File: src/rtl/sipo_deserializer.sv
// Serial-in/parallel-out deserializer. It assembles WIDTH-bit words from a qualified bit stream
// into a held output register with a valid/ready handshake, and flags a sticky overrun.
module sipo_deserializer #(
  parameter int unsigned WIDTH     = 8,
  parameter bit          MSB_FIRST = 1'b0,
  parameter int unsigned CNT_W     = $clog2(WIDTH)
) (
  input  logic             clk,
  input  logic             rst,
  input  logic             serial_in,
  input  logic             in_valid,
  input  logic             frame_start,
  input  logic             out_ready,
  input  logic             clr_ovr,
  output logic [WIDTH-1:0] parallel_out,
  output logic             out_valid,
  output logic             overrun,
  output logic [CNT_W-1:0] bit_cnt,
  output logic [15:0]      word_count
);

  logic [WIDTH-1:0] sr_q, sr_d;
  logic [WIDTH-1:0] po_q, po_d;
  logic             valid_q, valid_d;
  logic             ovr_q, ovr_d;
  logic [CNT_W-1:0] cnt_q, cnt_d;
  logic [15:0]      wc_q, wc_d;

  logic [WIDTH-1:0] base, shifted;
  logic             last_bit, complete, load, drop;

  always_comb begin
    // A frame restart drops the partial word before the current bit enters.
    base = frame_start ? '0 : sr_q;
    if (MSB_FIRST) begin
      shifted = {base[WIDTH-2:0], serial_in};
    end else begin
      shifted = {serial_in, base[WIDTH-1:1]};
    end
    last_bit = (cnt_q == CNT_W'(WIDTH - 1));
    complete = in_valid & ~frame_start & last_bit;
    load     = complete & (~valid_q | out_ready);
    drop     = complete & valid_q & ~out_ready;
  end

  always_comb begin
    sr_d    = sr_q;
    cnt_d   = cnt_q;
    po_d    = po_q;
    valid_d = valid_q;
    ovr_d   = ovr_q;
    wc_d    = wc_q;

    if (in_valid) begin
      sr_d = shifted;
      if (complete) begin
        cnt_d = '0;
      end else if (frame_start) begin
        cnt_d = CNT_W'(1);
      end else begin
        cnt_d = cnt_q + CNT_W'(1);
      end
    end else if (frame_start) begin
      sr_d  = '0;
      cnt_d = '0;
    end

    if (load) begin
      po_d    = shifted;
      valid_d = 1'b1;
      wc_d    = wc_q + 16'd1;
    end else if (valid_q && out_ready) begin
      valid_d = 1'b0;
    end

    // Set wins over clear when both happen on one edge.
    if (clr_ovr) begin
      ovr_d = 1'b0;
    end
    if (drop) begin
      ovr_d = 1'b1;
    end
  end

  always_ff @(posedge clk or negedge rst) begin
    if (!rst) begin
      sr_q    <= '0;
      cnt_q   <= '0;
      po_q    <= '0;
      valid_q <= 1'b0;
      ovr_q   <= 1'b0;
      wc_q    <= '0;
    end else begin
      sr_q    <= sr_d;
      cnt_q   <= cnt_d;
      po_q    <= po_d;
      valid_q <= valid_d;
      ovr_q   <= ovr_d;
      wc_q    <= wc_d;
    end
  end

  assign parallel_out = po_q;
  assign out_valid    = valid_q;
  assign overrun      = ovr_q;
  assign bit_cnt      = cnt_q;
  assign word_count   = wc_q;

endmodule

File: config.mk
export PLATFORM = sky130hd
export DESIGN_NAME = sipo_deserializer
export DESIGN_NICKNAME = d
export VERILOG_FILES = /design/src/rtl/sipo_deserializer.sv
export SDC_FILE = /design/constraint.sdc
export NUM_CORES = 1
export LEC_CHECK = 0
export BUFFER_PORTS_ARGS = -buffer_cell sky130_fd_sc_hd__buf_4
export CAP_MARGIN = 20
export CORE_ASPECT_RATIO = 1.1
export CORE_MARGIN = 1
export CORE_UTILIZATION = 37
export DETAILED_ROUTE_END_ITERATION = 6
export HOLD_SLACK_MARGIN = 0.12
export PLACE_DENSITY_LB_ADDON = 0.05
export SYNTH_ARGS = -nofsm -noshare
export SYNTH_HDL_FRONTEND = slang
export SYNTH_SLANG_ARGS = --single-unit
File: constraint.sdc
create_clock -name clk -period 4.7 [get_ports clk]
set_input_delay 0.235 -clock clk [delete_from_list [all_inputs] [get_ports clk]]
set_output_delay 0.235 -clock clk [all_outputs]
set_load 0.01 [all_outputs]
==> results.json <==
{
  "outcome": "complete, no violations",
  "n_antenna_cell": 0,
  "grt_pass1_wl_microns": 4926,
  "syn_area_sq_um": 1593,
  "cts_max_level": 2,
  "synthDistinctLibCells": 26,
  "crit_start": "bit_cnt[0]",
  "avgRoutedWirePerCell_microns": 12.42,
  "cpMaxStageDelayCell": "nor4_1",
  "rsz0062_at_grt": "false",
  "initial_core_util_pct": 39.29,
  "ios": 36,
  "path_buf_inv": 0,
  "ys_seq_elements": 36,
  "slew_violations": 0,
  "clock_path_buffers": 2,
  "final_nets": 194,
  "io_buffer_count": 35,
  "die_x_microns": 64.56,
  "grt_pass1_vias": 1053,
  "synth.net_count": 156,
  "ff2ff_setup_slack_ns": 2.75,
  "cts_resized": 0,
  "grt_overflow": 0,
  "p_switching_mw": 0.1216,
  "p_int_mw": 0.4576,
  "drive_gt1_share_pct": 26.09,
  "gp_congestion": 0.7282,
  "fp.dieH_microns": 70.82,
  "post-cts-setup-buffers": 0,
  "p_per_area_nw_per_um2": 290.1,
  "r2r-start": "bit_cnt[0]",
  "fin_setup_tns_ns": 0,
  "seqPwrFrac_pct": 54.8,
  "vdd_ir_drop_max_mv": 0.1834,
  "synthToLayoutAreaGrowth_pct": 25.37,
  "power_frac_clock_pct": 40.0,
  "coreArea_sq_um": 4054,
  "p_leak_nw": 1.051,
  "power_frac_comb_pct": 5.2,
  "worstHoldPathType": "in -> reg",
  "fin_crit_ns": 1.949,
  "antenna_found_initial": 0,
  "antenna_left": 0,
  "insertion_delay_ns": 0.28,
  "arrival_ns": 2.12,
  "yosys-top-cells-area": "dfrtp_1, nand2_1, xnor2_1",
  "wl_microns": 2930,
  "crit_top_cell": "ha_1",
  "fmaxAchievable_mhz": 513.1,
  "num_vias": 1118,
  "rr_endpoint": "word_count[10]",
  "drc_errors": 0,
  "slew_headroom_pct": 57.72,
  "required_ns": 4.87,
  "hold-path-cell-count": 2,
  "period_share_pct": 41.47,
  "synth_area_per_cell_sq_um": 10.91,
  "vias_per_cell": 4.737,
  "cts_tree": "done",
  "slowest_delay_ns": 0.58,
  "grt_max_degree": 37,
  "end_kind": "flip-flop",
  "netSwitchingFraction_pct": 21.00,
  "tightest_slew_ns": 0.6319,
  "grtUsageTotal_pct": 14.19,
  "crit_fanout": 7,
  "hold_buffers": 1,
  "drtIter0Drc": 72,
  "cts.sinks": 36,
  "final_core_util_pct": 49.26,
  "clk_pin_slew_ns": 0.07,
  "hpwlAfterDp_microns": 2085,
  "ys_seq_area_share_pct": 56.56,
  "worstSetupPathType": "reg -> reg",
  "syn_inst": 146,
  "cts_buffers": 5,
  "maxCapViolCount": 0,
  "synth_top_cell_area_share_pct": 56.56,
  "setup_viol": 0,
  "dr.pass1.iters": 3,
  "crit_chain": "ha_1 -> ha_1 -> nand3b_4 -> nor4_1 -> nand4_1 -> xnor2_1",
  "p_total_mw": 0.5793,
  "holdPathEnd": "overrun",
  "reg2reg_depth": 6,
  "start_kind": "flip-flop",
  "cts-root-buf": "clkbuf_8",
  "fp-row-count": 24,
  "die_area_sq_um": 4571,
  "cpLargestDelayFamily": "simple AND/OR/NAND/NOR gates",
  "yosys.area.top_type": "dfrtp_1",
  "skew_ns": 0.006478,
  "hp-start": "clr_ovr",
  "finalHoldViolCount": 0,
  "synth_warnings": 0
}
-- kinds of logic after synthesis --
kind of cell               Yosys count  share of synthesized area [%]
xor gates and xnor gates            15                          8.248
buffers and inverters                8                          2.592
adders and majority gates            3                          2.357
DFF                                 36                          56.56
AOI/OAI and AO/OA                    6                          1.964
and+or+nand+nor                     72                          24.51
muxes                                6                          3.771
-- power by group through the flow --
| stage | registers [mW] | logic, mW | clock network, mW |
|---|---|---|---|
| after CTS | 0.317 | 0.0310 | 0.241 |
| after floorplan | 0.324 | 0.0125 | 0 |
| after global routing | 0.318 | 0.0338 | 0.253 |
| final | 0.317 | 0.0299 | 0.232 |
| after global placement | 0.323 | 0.0298 | 0 |
| after detailed placement | 0.323 | 0.0302 | 0 |
-- metal layers --
| layer | wire, microns | vias to the layer above | track usage, % |
|---|---|---|---|
| met5 | 0 | - | 0 |
| met4 | 40 | 0 | 6.667 |
| met3 | 75 | 5 | 2.903 |
| met2 | 1545 | 18 | 23.51 |
| met1 | 1268 | 539 | 17.63 |
| li1 | - | 556 | - |
-- synth_stat cells (all sizes together) --
master,number
and4,2
nor4,1
or4,1
xor2,7
o21ai,3
ha,3
dfrtp,36
nor2,11
inv,3
a21oi,2
buf,2
nor3,5
o22ai,1
nand4,2
nand2b,5
clkbuf,3
xnor2,8
nand3b,9
nand2,30
nor2b,1
nand3,4
and3,1
mux2i,6
-- metrics by stage --
stage	cells	worst slack, ns	hold slack (ns)	cell area, sq um
2_1_floorplan	146	2.767	-0.06059	1593
3_3_place_gp	228	2.805	0.2153	1891
3_5_place_dp	228	2.745	0.2231	1891
4_1_cts	236	2.727	0.1305	1997
5_1_grt	236	2.535	0.1346	1997
6_report	236	2.751	0.1410	1997
-- cell usage in the layout (no fill, tap or decap), types with 4 or more instances in the layout --
| master | instances |
|---|---|
| dfrtp_1 | 36 |
| buf_4 | 35 |
| nand2_1 | 30 |
| nor2_1 | 11 |
| nand3b_1 | 8 |
| xnor2_1 | 8 |
| xor2_1 | 7 |
| clkbuf_8 | 7 |
| mux2i_1 | 6 |
| nand2b_1 | 5 |
| nand3_1 | 4 |
| nor3_2 | 4 |
-- area by class of cell --
cell class | count | area (sq um)
Fill cell | 401 | 2057
Sequential cell | 36 | 900.9
Multi-Input combinational cell | 102 | 650.6
Timing Repair Buffer | 36 | 272.8
Clock buffer | 7 | 96.34
Tap cell | 52 | 65.06
Inverter | 3 | 11.26
-- worst reg2reg max path, stage by stage (launching register included) --
cell and delay [ns]:
dfrtp_1 0.40, ha_1 0.17, ha_1 0.24, nand3b_4 0.13, nor4_1 0.58, nand4_1 0.19
xnor2_1 0.15
-- registers in the layout, indices dropped and copies added, names as in the netlist --
signal        cells
bit_cnt           3
out_valid         1
overrun           1
parallel_out      8
sr_q              7
word_count       16
-- worst max path at each step --
stage / endpoint / slack [ns] / cells after the start
2_1_floorplan: word_count[15] / 2.77 / 7
3_3_place_gp: word_count[15] / 2.81 / 6
3_5_place_dp: word_count[10] / 2.74 / 6
4_1_cts: word_count[10] / 2.73 / 6
5_1_grt: word_count[14] / 2.54 / 6
6_report: word_count[10] / 2.75 / 6
(Power assumes the default switching activity.)
